==> config.mk <==
export PLATFORM = sky130hd
export DESIGN_NAME = qam16_demap_flat
export DESIGN_NICKNAME = d
export VERILOG_FILES = /design/src/rtl/qam16_demap_if.sv /design/src/rtl/qam16_demap.sv /design/src/flat_wrapper.sv
export SDC_FILE = /design/constraint.sdc
export NUM_CORES = 1
export LEC_CHECK = 0
export BUFFER_PORTS_ARGS = -buffer_cell sky130_fd_sc_hd__buf_2
export CAP_MARGIN = 10
export CORE_AREA = 3 3 40 42
export DETAILED_ROUTE_END_ITERATION = 10
export DIE_AREA = 0 0 43 45
export PLACE_DENSITY = 0.57
export SYNTH_ARGS = -nofsm -noshare
export SYNTH_HDL_FRONTEND = slang
export SYNTH_SLANG_ARGS = --single-unit
==> constraint.sdc <==
create_clock -name clk -period 0.95 [get_ports clk]
set_input_delay 0.095 -clock clk [delete_from_list [all_inputs] [get_ports clk]]
set_output_delay 0.095 -clock clk [all_outputs]
set_load 0.02 [all_outputs]
==> src/rtl/qam16_demap_if.sv <==
// Sample/bit bus of the 16-QAM hard-decision demapper.
// master drives FFT samples and receives bits; slave is the demapper.
interface qam16_demap_if #(
  parameter int unsigned WIDTH = 16
);
  logic                    i_valid;
  logic signed [WIDTH-1:0] i_re;
  logic signed [WIDTH-1:0] i_im;
  logic                    o_valid;
  logic                    o_bit0;
  logic                    o_bit1;
  logic                    o_bit2;
  logic                    o_bit3;

  modport master (
    output i_valid, i_re, i_im,
    input  o_valid, o_bit0, o_bit1, o_bit2, o_bit3
  );

  modport slave (
    input  i_valid, i_re, i_im,
    output o_valid, o_bit0, o_bit1, o_bit2, o_bit3
  );
endinterface

==> src/rtl/qam16_demap.sv <==
// Hard-decision 16-QAM (802.11a Gray) demapper, one complex sample per cycle, 1-cycle latency.
// Define QAM16_DEMAP_INREG_EN to add an input register stage (latency 2).
module qam16_demap #(
  parameter int unsigned WIDTH  = 16,
  parameter int unsigned THRESH = 2048
) (
  input logic             clk,
  input logic             rst_n,
  qam16_demap_if.slave    bus
);
  localparam logic [WIDTH-1:0] Thresh = WIDTH'(THRESH);
  localparam logic [WIDTH-1:0] MaxMag = {1'b0, {(WIDTH-1){1'b1}}};

  logic                    s_valid;
  logic signed [WIDTH-1:0] s_re;
  logic signed [WIDTH-1:0] s_im;

`ifdef QAM16_DEMAP_INREG_EN
  logic                    in_valid_q;
  logic signed [WIDTH-1:0] in_re_q;
  logic signed [WIDTH-1:0] in_im_q;

  // Data only captured on valid so X on idle inputs never reaches the slicer.
  always_ff @(posedge clk) begin
    if (!rst_n) begin
      in_valid_q <= 1'b0;
      in_re_q    <= '0;
      in_im_q    <= '0;
    end else begin
      in_valid_q <= bus.i_valid;
      if (bus.i_valid) begin
        in_re_q <= bus.i_re;
        in_im_q <= bus.i_im;
      end
    end
  end

  assign s_valid = in_valid_q;
  assign s_re    = in_re_q;
  assign s_im    = in_im_q;
`else
  assign s_valid = bus.i_valid;
  assign s_re    = bus.i_re;
  assign s_im    = bus.i_im;
`endif

  // Returns {sign, inner}; most-negative input saturates to an outer decision.
  function automatic logic [1:0] slice(input logic signed [WIDTH-1:0] x);
    logic [WIDTH-1:0] mag;
    if (!x[WIDTH-1]) begin
      mag = x;
    end else if (x[WIDTH-2:0] == '0) begin
      mag = MaxMag;
    end else begin
      mag = -x;
    end
    return {~x[WIDTH-1], (mag < Thresh)};
  endfunction

  logic [3:0] bits_d;
  logic [3:0] bits_q;
  logic       valid_q;

  always_comb begin
    bits_d       = '0;
    bits_d[3:2]  = slice(s_re);
    bits_d[1:0]  = slice(s_im);
  end

  always_ff @(posedge clk) begin
    if (!rst_n) begin
      valid_q <= 1'b0;
      bits_q  <= '0;
    end else begin
      valid_q <= s_valid;
      if (s_valid) begin
        bits_q <= bits_d;
      end
    end
  end

  assign bus.o_valid = valid_q;
  assign bus.o_bit0  = bits_q[3];
  assign bus.o_bit1  = bits_q[2];
  assign bus.o_bit2  = bits_q[1];
  assign bus.o_bit3  = bits_q[0];
endmodule

==> src/flat_wrapper.sv <==
// flat-port wrapper written by rule: the top's interface ports become plain ports
module qam16_demap_flat 
#(
  parameter int unsigned WIDTH  = 16,
  parameter int unsigned THRESH = 2048
)
  (clk, rst_n, bus_i_valid, bus_i_re, bus_i_im, bus_o_valid, bus_o_bit0, bus_o_bit1, bus_o_bit2, bus_o_bit3);
  qam16_demap_if #(.WIDTH(WIDTH)) bus_i ();
  input logic clk;
  input logic rst_n;
  input wire logic [$bits(bus_i.i_valid)-1:0] bus_i_valid;
  input wire logic [$bits(bus_i.i_re)-1:0] bus_i_re;
  input wire logic [$bits(bus_i.i_im)-1:0] bus_i_im;
  output wire logic [$bits(bus_i.o_valid)-1:0] bus_o_valid;
  output wire logic [$bits(bus_i.o_bit0)-1:0] bus_o_bit0;
  output wire logic [$bits(bus_i.o_bit1)-1:0] bus_o_bit1;
  output wire logic [$bits(bus_i.o_bit2)-1:0] bus_o_bit2;
  output wire logic [$bits(bus_i.o_bit3)-1:0] bus_o_bit3;
  assign bus_i.i_valid = bus_i_valid;
  assign bus_i.i_re = bus_i_re;
  assign bus_i.i_im = bus_i_im;
  assign bus_o_valid = bus_i.o_valid;
  assign bus_o_bit0 = bus_i.o_bit0;
  assign bus_o_bit1 = bus_i.o_bit1;
  assign bus_o_bit2 = bus_i.o_bit2;
  assign bus_o_bit3 = bus_i.o_bit3;
  qam16_demap #(.WIDTH(WIDTH), .THRESH(THRESH)) u_core (.clk(clk), .rst_n(rst_n), .bus(bus_i));
endmodule
==> results of run 1 <==
## repair_timing
| item | CTS | global route |
|---|---|---|
| endpoints found under the hold margin | 0 | 0 |
| gates resized for setup | 0 | 1 |
| hold buffers | 0 | 0 |
| endpoints found under the setup margin | 0 | 1 |
## cell type report
cell class                 instances  area, um^2  area share, %
sequential                         5         100           19.0
timing repair buffer              42         218           41.3
tap                               15        18.8           3.56
clock buffer                       4        26.3           4.99
multi-input combinational         27         164           31.1
## cell families (layout without fill, tap and decap cells)
logic type	count (synthesis)	after routing	share of synthesized area, %
buffers and inverters	1	46	1.40
DFF	5	5	37.4
AOI/OAI and AO/OA	8	8	23.4
and+or+nand+nor	19	19	37.8
## power groups by stage
stage               clock, mW  combinational (mW)  sequential [mW]
floorplan                   0              0.0321            0.249
global placement            0               0.146            0.232
detailed placement          0               0.148            0.233
CTS                     0.250               0.148            0.229
global route            0.273               0.165            0.230
finish                  0.241               0.147            0.229
## per-layer routing
metal | up-vias | GRT usage [%] | share of wire [%]
met5 | - | 0 | 0
met4 | 0 | 5.42 | 0
met3 | 0 | 3.59 | 18
met2 | 32 | 14.7 | 41
met1 | 176 | 12.0 | 40
li1 | 220 | - | -
## flip-flops by register name, indices dropped and copies added, names as in the netlist
register,cells
u_core.bus.o_valid,1
u_core.bits_q,4
## through the flow
stage	instances	setup WS (ns)	hold slack [ns]
after floorplan	33	0.0177	0.222
after global placement	89	-0.100	0.363
after detailed placement	89	-0.120	0.365
after CTS	93	0.0784	0.119
after global routing	93	0.0471	0.145
final	93	0.0907	0.125
## worst max path at each step
stage,start,to,slack [ns],depth (start not counted)
finish,u_core.bits_q[0]$_SDFFE_PN0P_,u_core.bits_q[0]$_SDFFE_PN0P_,0.09,3
floorplan,bus_i_im[15],u_core.bits_q[0]$_SDFFE_PN0P_,0.02,3
global route,u_core.bits_q[0]$_SDFFE_PN0P_,u_core.bits_q[0]$_SDFFE_PN0P_,0.05,3
detailed placement,bus_i_re[15],u_core.bits_q[2]$_SDFFE_PN0P_,-0.12,4
CTS,u_core.bits_q[0]$_SDFFE_PN0P_,u_core.bits_q[0]$_SDFFE_PN0P_,0.08,3
global placement,bus_i_im[15],u_core.bits_q[0]$_SDFFE_PN0P_,-0.10,4
## cells in the mapped netlist
cell type	count
and2_1	1
clkbuf_1	1
dfxtp_1	5
nand2_1	4
nand3_1	4
nor3_1	4
nor4_1	4
o211a_1	2
o21a_1	2
o21ai_0	2
o2bb2ai_1	2
or4_1	2
==> flow_summary.ini, run 1 <==
[drt]
vias = 428
drt_iter0_drc = 2
viasPerCell = 4.60
dr.pass1.iters = 4
drt_wl_total_um = 826
drc = 0
final_antenna_net_count = 0
wire_per_inst_um = 8.88

[power]
p_int_uw = 465
pwr-share-comb_pct = 23.8
pwr-share-seq_pct = 37.1
switching_share_pct = 24.6
peakVddDrop_mv = 0.418
power.leakage_nw = 0.278
clock_power_share_pct = 39.1
p_total_uw = 617
p_switching_uw = 152
cellPowerDensity_nw_per_um2 = 1170

[critical_path]
r2r_end = u_core.bits_q[0]$_SDFFE_PN0P_
crit_arrival_ns = 0.98
cp_cell_sequence = o21ai_0 > nor3_1 > o2bb2ai_1
cp-start-kind = register
r2r_slack_ns = 0.09
worstSetupPathType = register to register
timing.critical_path.buf_inv = 0
cp.required_ns = 1.07
path_max_fanout = 2
cpMaxStageDelayCell = dfxtp_1
regToRegStartpoint = u_core.bits_q[0]$_SDFFE_PN0P_
endpoint_kind = register
critPathTopFamily = compound AO/OA/AOI/OAI gates
reg2reg_depth = 3
slowest_delay_ns = 0.30

[die]
rows = 13
start_util_pct = 20.8
ios = 40
chipHeight_um = 45
fp.coreArea_um2 = 1280
die_area_um2 = 1940
die_w_um = 43

[final_layout]
fill_cells = 126
nets = 114
area_delta_synth_final_pct = 96.7
drive_gt1_share_pct = 57.7
final_cell_mix = buf_2 (39), dfxtp_1 (5)
final_area_um2 = 527
antenna_cells = 0
fin_util_pct = 41.0
final_common_cell = buf_2

[global_route]
grt_max_degree = 6
grt_first_pass_wirelength_mm = 1.39
grt_usage_pct = 9.74
grt_overflow_total = 0
grt_pass1_vias = 384
grt_antenna_before_repair = 0

[sta]
fin_skew_ns = 0
maxSlewHeadroom_pct = 83.1
setup_viol = 0
rsz0062_at_grt = false
worst_slew_pin_slew_ns = 0.251
finalHoldViolations = 0
max_freq_ghz = 1.16
fin_crit_sh_pct = 90.5
setup_tns_ns = 0
report.final.slew_viol_count = 0
fin_crit_ns = 0.859

[placement]
placed_area_um2 = 500
io_buffer_count = 39
hpwl_um = 757
place_congestion = 0.752

[yosys]
yosys.cell_types.count = 12
syn_area_um2 = 268
synth_top_area_share_pct = 37.4
ys_ff_latch = 5
yosys-top-cells-area = dfxtp_1 (37%), nor4_1 (9.3%), nand3_1 (7.5%)
postSynthAreaPerCell_um2 = 8.11
ys_seq_area_share_pct = 37.4
yosysTopAreaCell = dfxtp_1
yosysWarnings = 0
syn-instance-count = 33
syn_nets = 68

[clocking]
cts_tree = yes
clk_latency_ns = 0.23
htree_levels = 1
post_cts_buffers = 0
cts_sinks = 5
path_clk_slew_ns = 0.04
cts_buffers = 3
cts_root_buf = clkbuf_4
clk_path_buf_depth = 2

[worst_hold_path]
min_path_cells = 2
holdCritPathClass = input pin to register
holdPathEnd = u_core.bus.o_valid$_SDFF_PN0_
worstHoldStart = rst_n

[run]
maxCapViolCount = 0

[run_status]
status = finished clean
Power figures use the tool's default switching activity.
==> inputs of run 2 (changes only) <==
Settings changed: ABC_AREA set to 1, PLACE_DENSITY 0.57 to 0.7.
Clock period 0.95 ns to 1 ns, I/O delays scaled along.
==> run 2 against run 1 <==
  * Clock-buffer cell count unchanged
  * Sequential share of layout area shrank 4.7 points
  * Register-to-register slack gained 0.25 ns
  * Critical path type is now input pin to register
  * Via count rose by 39%
  * Largest power group unchanged
==> flow_summary.ini, run 2 <==
[worst_hold_path]
min_path_cells = 2
worstHoldStart = bus_i_re[15]
holdCritPathClass = input pin to register
holdPathEnd = u_core.bits_q[3]$_SDFFE_PN0P_

[sta]
setup_tns_ns = 0
max_freq_ghz = 1.15
finalHoldViolations = 0
setup_viol = 0
fin_crit_ns = 0.868
report.final.slew_viol_count = 0
fin_crit_sh_pct = 86.8
fin_skew_ns = 0
maxSlewHeadroom_pct = 85.0
worst_slew_pin_slew_ns = 0.224

[die]
start_util_pct = 35.3
ios = 40
die_area_um2 = 1940
chipHeight_um = 45
fp.coreArea_um2 = 1280
die_w_um = 43
rows = 13

[global_route]
grt_pass1_vias = 496
grt_max_degree = 10
grt_overflow_total = 0
grt_antenna_before_repair = 0
grt_usage_pct = 12.8
grt_first_pass_wirelength_mm = 1.86

[drt]
vias = 594
final_antenna_net_count = 0
dr.pass1.iters = 2
drt_wl_total_mm = 1.16
wire_per_inst_um = 8.71
drt_iter0_drc = 4
drc = 0
viasPerCell = 4.47

[clocking]
path_clk_slew_ns = 0.04
holdBufCountCts = 0
htree_levels = 1
clk_latency_ns = 0.24
cts_tree = yes
cts_sinks = 5
clk_path_buf_depth = 2
cts_root_buf = clkbuf_4
post_cts_buffers = 0
cts_buffers = 3

[yosys]
syn_area_um2 = 454
synthArstFlopShare_pct = 0
yosysTopAreaCell = dfxtp_1
yosys-top-cells-area = dfxtp_1 (22%), nand2_1 (12%), nor2_1 (9.1%)
syn_nets = 109
postSynthAreaPerCell_um2 = 6.14
synth_most_common_cell = nand2_1
ys_seq_area_share_pct = 22.0
syn-instance-count = 74
synth-edff-count = 0
ys_ff_latch = 5
yosys-top-cells-count = nand2_1 (14), nor2_1 (11), inv_1 (8), nand3_1 (6)
yosysWarnings = 0
synth_top_area_share_pct = 22.0
synthFlopType = dfxtp_1
yosys.cell_types.count = 20

[run]
maxCapViolCount = 0

[power]
peakVddDrop_mv = 0.371
cellPowerDensity_nw_per_um2 = 920
p_total_uw = 644
power.leakage_nw = 0.383

[critical_path]
slowest_delay_ns = 0.14
endpoint_kind = register
r2r_slack_ns = 0.34
reg2reg_depth = 2
cpMaxStageDelayCell = nor2_4
cp.required_ns = 1.18
timing.critical_path.buf_inv = 1
cp-start-kind = input pin
path_max_fanout = 4
cp_cell_sequence = buf_2 > nor2_1 > nand2_2 > nor2_4 > nand2_1 > nand3_2 > nand2_2 > nor2_2 > nand3_2 > a21oi_2
regToRegStartpoint = u_core.bits_q[0]$_SDFFE_PN0P_
crit_arrival_ns = 1.04
r2r_end = u_core.bits_q[0]$_SDFFE_PN0P_
worstSetupPathType = input pin to register
critPathTopFamily = simple AND/OR/NAND/NOR gates

[final_layout]
largest-register = u_core.bits_q
antenna_cells = 0
largest_reg_flops = 4
final_area_um2 = 699
final_common_cell = buf_2
area_delta_synth_final_pct = 54.0
drive_gt1_share_pct = 52.5
final_cell_mix = buf_2 (39), nand2_1 (14), inv_1 (8), nor2_1 (8)
nets = 154

[placement]
hpwl_mm = 1.05
io_buffer_count = 39
place_congestion = 0.787
placed_area_um2 = 666

[run_status]
status = finished clean
run 2: cell types whose count changed after synthesis, moves of 5 or more:
cell	delta
inv_1	+8
nand2_1	+10
nor2_1	+11
nand2_2	+5
run 2: metal layers:
layer / share of wire (%) / GRT usage [%] / up-vias / routed length [um]
met5: 0 / 0 / - / 0
li1: - / - / 325 / -
met3: 6.2 / 3.98 / 0 / 72
met1: 37 / 13.9 / 254 / 432
met4: 0 / 7.23 / 0 / 0
met2: 56 / 22.2 / 15 / 653
run 2: report_power, final:
| group | internal (mW) | switching [mW] | total (mW) |
|---|---|---|---|
| registers | 0.213 | 0.00474 | 0.217 |
| logic | 0.0958 | 0.104 | 0.200 |
| clock network | 0.150 | 0.0761 | 0.227 |
run 2: cell families after synthesis:
| family | share of synthesized area, % |
|---|---|
| and+or+nand+nor | 52.1 |
| DFF | 22.0 |
| AOI/OAI and AO/OA | 12.1 |
| buffers and inverters | 13.8 |
run 2: how the worst max path moves through the flow:
stage,start,to,slack [ns],cells after the start
floorplan,bus_i_im[1],u_core.bits_q[0]$_SDFFE_PN0P_,0.08,9
detailed placement,bus_i_im[1],u_core.bits_q[0]$_SDFFE_PN0P_,-0.14,10
global route,bus_i_im[3],u_core.bits_q[0]$_SDFFE_PN0P_,-0.008,10
global placement,bus_i_im[1],u_core.bits_q[0]$_SDFFE_PN0P_,-0.07,10
finish,bus_i_im[10],u_core.bits_q[0]$_SDFFE_PN0P_,0.13,10
CTS,bus_i_im[1],u_core.bits_q[0]$_SDFFE_PN0P_,0.11,10
run 2: area by class of cell:
cell class | count | area (um^2)
fill | 139 | 586
multi-input combinational | 57 | 299
inverter | 10 | 37.5
clock buffer | 4 | 26.3
timing repair buffer | 42 | 218
tap | 15 | 18.8
sequential | 5 | 100
run 2: metrics by stage:
step | hold WS, ns | instances | util (%) | setup WS (ns)
after CTS | 0.0758 | 133 | 53.8 | 0.112
after detailed placement | 0.335 | 129 | 51.8 | -0.141
after floorplan | 0.193 | 74 | - | 0.0772
final | 0.0881 | 133 | 54.4 | 0.132
after global routing | 0.0904 | 133 | 54.4 | -0.00776
after global placement | 0.319 | 129 | 51.8 | -0.0749
run 2: what timing repair did:
item,in CTS,in global routing
resized for setup,0,3
endpoints found under the hold margin,0,0
endpoints found under the setup margin,0,1
==> inputs of run 3 (changes only) <==
Settings changed: BUFFER_PORTS_ARGS -buffer_cell sky130_fd_sc_hd__buf_2 to not set, DONT_BUFFER_PORTS set to 1, PLACE_DENSITY 0.7 to 0.44.
==> run 3 against run 2 <==
  * Sequential share of layout area grew 4.3 points
  * Total power decreased by 12%
  * Combinational power decreased by 43%
  * Critical endpoint is now bus_o_bit1
  * First-iteration DRC count unchanged
  * Wire length fell by 16%
  * Critical path type is now register to primary output
  * Largest power group unchanged
  * Non-clock buffer count down 35
  * Largest cell class unchanged
  * Clock-buffer cell count unchanged
  * Final cell count shrank 26%
  * Worst setup slack better by 0.078 ns
==> flow_summary.ini, run 3 (synthesized netlist as in run 2, its figures left out) <==
[worst_hold_path]
min_path_cells = 2
holdCritPathClass = input pin to register

[critical_path]
timing.critical_path.buf_inv = 1
critPathTopFamily = flip-flops
cp-endpoint = bus_o_bit1
reg2reg_depth = 2
cp-start-kind = register
r2r_end = u_core.bits_q[0]$_SDFFE_PN0P_
worstSetupPathType = register to primary output
slowest_delay_ns = 0.32
crit_arrival_ns = 0.69
cp.required_ns = 0.90
r2r_slack_ns = 0.25
path_max_fanout = 2
cp_cell_sequence = buf_4
crit_start = u_core.bits_q[2]$_SDFFE_PN0P_
regToRegStartpoint = u_core.bits_q[0]$_SDFFE_PN0P_
cp.depth = 1
endpoint_kind = primary output
cpMaxStageDelayCell = dfxtp_1

[final_layout]
antenna_cells = 0
largest_reg_flops = 4
drive_gt1_share_pct = 24.1
nets = 119
final_common_cell = nand2_1
largest-register = u_core.bits_q
final_cell_mix = nand2_1 (14), nor2_1 (11), inv_1 (8)
finalNonFillerCells = 98
fin_util_pct = 41.8
area_delta_synth_final_pct = 18.2

[clocking]
cts_root_buf = clkbuf_4
htree_levels = 1
clk_path_buf_depth = 2
post_cts_buffers = 0
path_clk_slew_ns = 0.04
clk_latency_ns = 0.24
cts_sinks = 5
cts_buffers = 3
cts_tree = yes

[drt]
drt_wl_total_um = 969
drt_iter0_drc = 4
dr_wl_met3_um = 147
highest_layer = met3
dr.pass1.iters = 2
vias = 481
wire_per_inst_um = 9.89
viasPerCell = 4.91
final_antenna_net_count = 0
dr_wl_met2_um = 400
wl_met1_um = 420
drc = 0

[sta]
setup_viol = 0
rsz0062_at_grt = false
report.final.slew_viol_count = 0
finalHoldViolations = 0
fin_hold_ws_ns = 0.00965
fin_skew_ns = 0
worst_slew_pin_slew_ns = 0.244
fin_crit_ns = 0.790
fin_crit_sh_pct = 79.0
maxSlewHeadroom_pct = 83.7
max_freq_ghz = 1.27

[power]
power.leakage_nw = 0.243
peakVddDrop_mv = 0.233
cellPowerDensity_nw_per_um2 = 1050
p_total_uw = 564

[die]
fp.coreArea_um2 = 1280
die_area_um2 = 1940
die_w_um = 43
chipHeight_um = 45
rows = 13
ios = 40
start_util_pct = 35.3

[placement]
hpwl_um = 805
io_buffer_count = 0
place_congestion = 0.652
post-place-cells = 90

[global_route]
grt_max_degree = 10
grt_usage_pct = 11.1
grt_pass1_vias = 449
grt_overflow_total = 0
grt_first_pass_wirelength_mm = 1.60
grt_antenna_before_repair = 0

[run_status]
status = finished clean

[run]
maxCapViolCount = 0
==> run 3: worst min-delay path by stage <==
| stage | startpoint | endpoint | slack (ns) |
|---|---|---|---|
| after floorplan | bus_i_re[15] | u_core.bits_q[3]$_SDFFE_PN0P_ | 0.19 |
| after CTS | rst_n | u_core.bits_q[2]$_SDFFE_PN0P_ | 0.004 |
| after detailed placement | bus_i_valid | u_core.bits_q[0]$_SDFFE_PN0P_ | 0.19 |
| after global placement | bus_i_valid | u_core.bits_q[0]$_SDFFE_PN0P_ | 0.19 |
| after global routing | rst_n | u_core.bits_q[3]$_SDFFE_PN0P_ | 0.02 |
| final | rst_n | u_core.bits_q[3]$_SDFFE_PN0P_ | 0.01 |
==> run 3: cell type report <==
cell class | instances | area [um^2]
clock buffer | 4 | 26.3
inverter | 10 | 37.5
tap | 15 | 18.8
fill | 148 | 748
sequential | 5 | 100
multi-input combinational | 57 | 292
timing repair buffer | 7 | 62.6
==> run 3: per-stage QoR <==
step,instance area [um^2],setup TNS [ns],worst slack (ns)
after detailed placement,470,-0.0331,-0.0331
after global routing,537,0,0.106
after global placement,470,-0.0213,-0.0213
final,537,0,0.210
after floorplan,454,0,0.0772
after CTS,537,0,0.203
==> run 3: where the power goes <==
group	switching, mW	total (mW)	internal, mW
clock	0.0762	0.227	0.150
combinational	0.0602	0.114	0.0541
sequential	0.0108	0.223	0.213
==> run 3: layer usage <==
layer | vias to the layer above | GRT usage, %
met3 | 0 | 4.38
met1 | 192 | 12.2
met2 | 32 | 17.7
met4 | 0 | 7.23
li1 | 257 | -
met5 | - | 0
==> run 3: timing repair <==
action,in CTS,in global routing
endpoints found under the hold margin,5,0
resized for setup,0,0
hold buffers,4,0
setup endpoints to repair,0,0
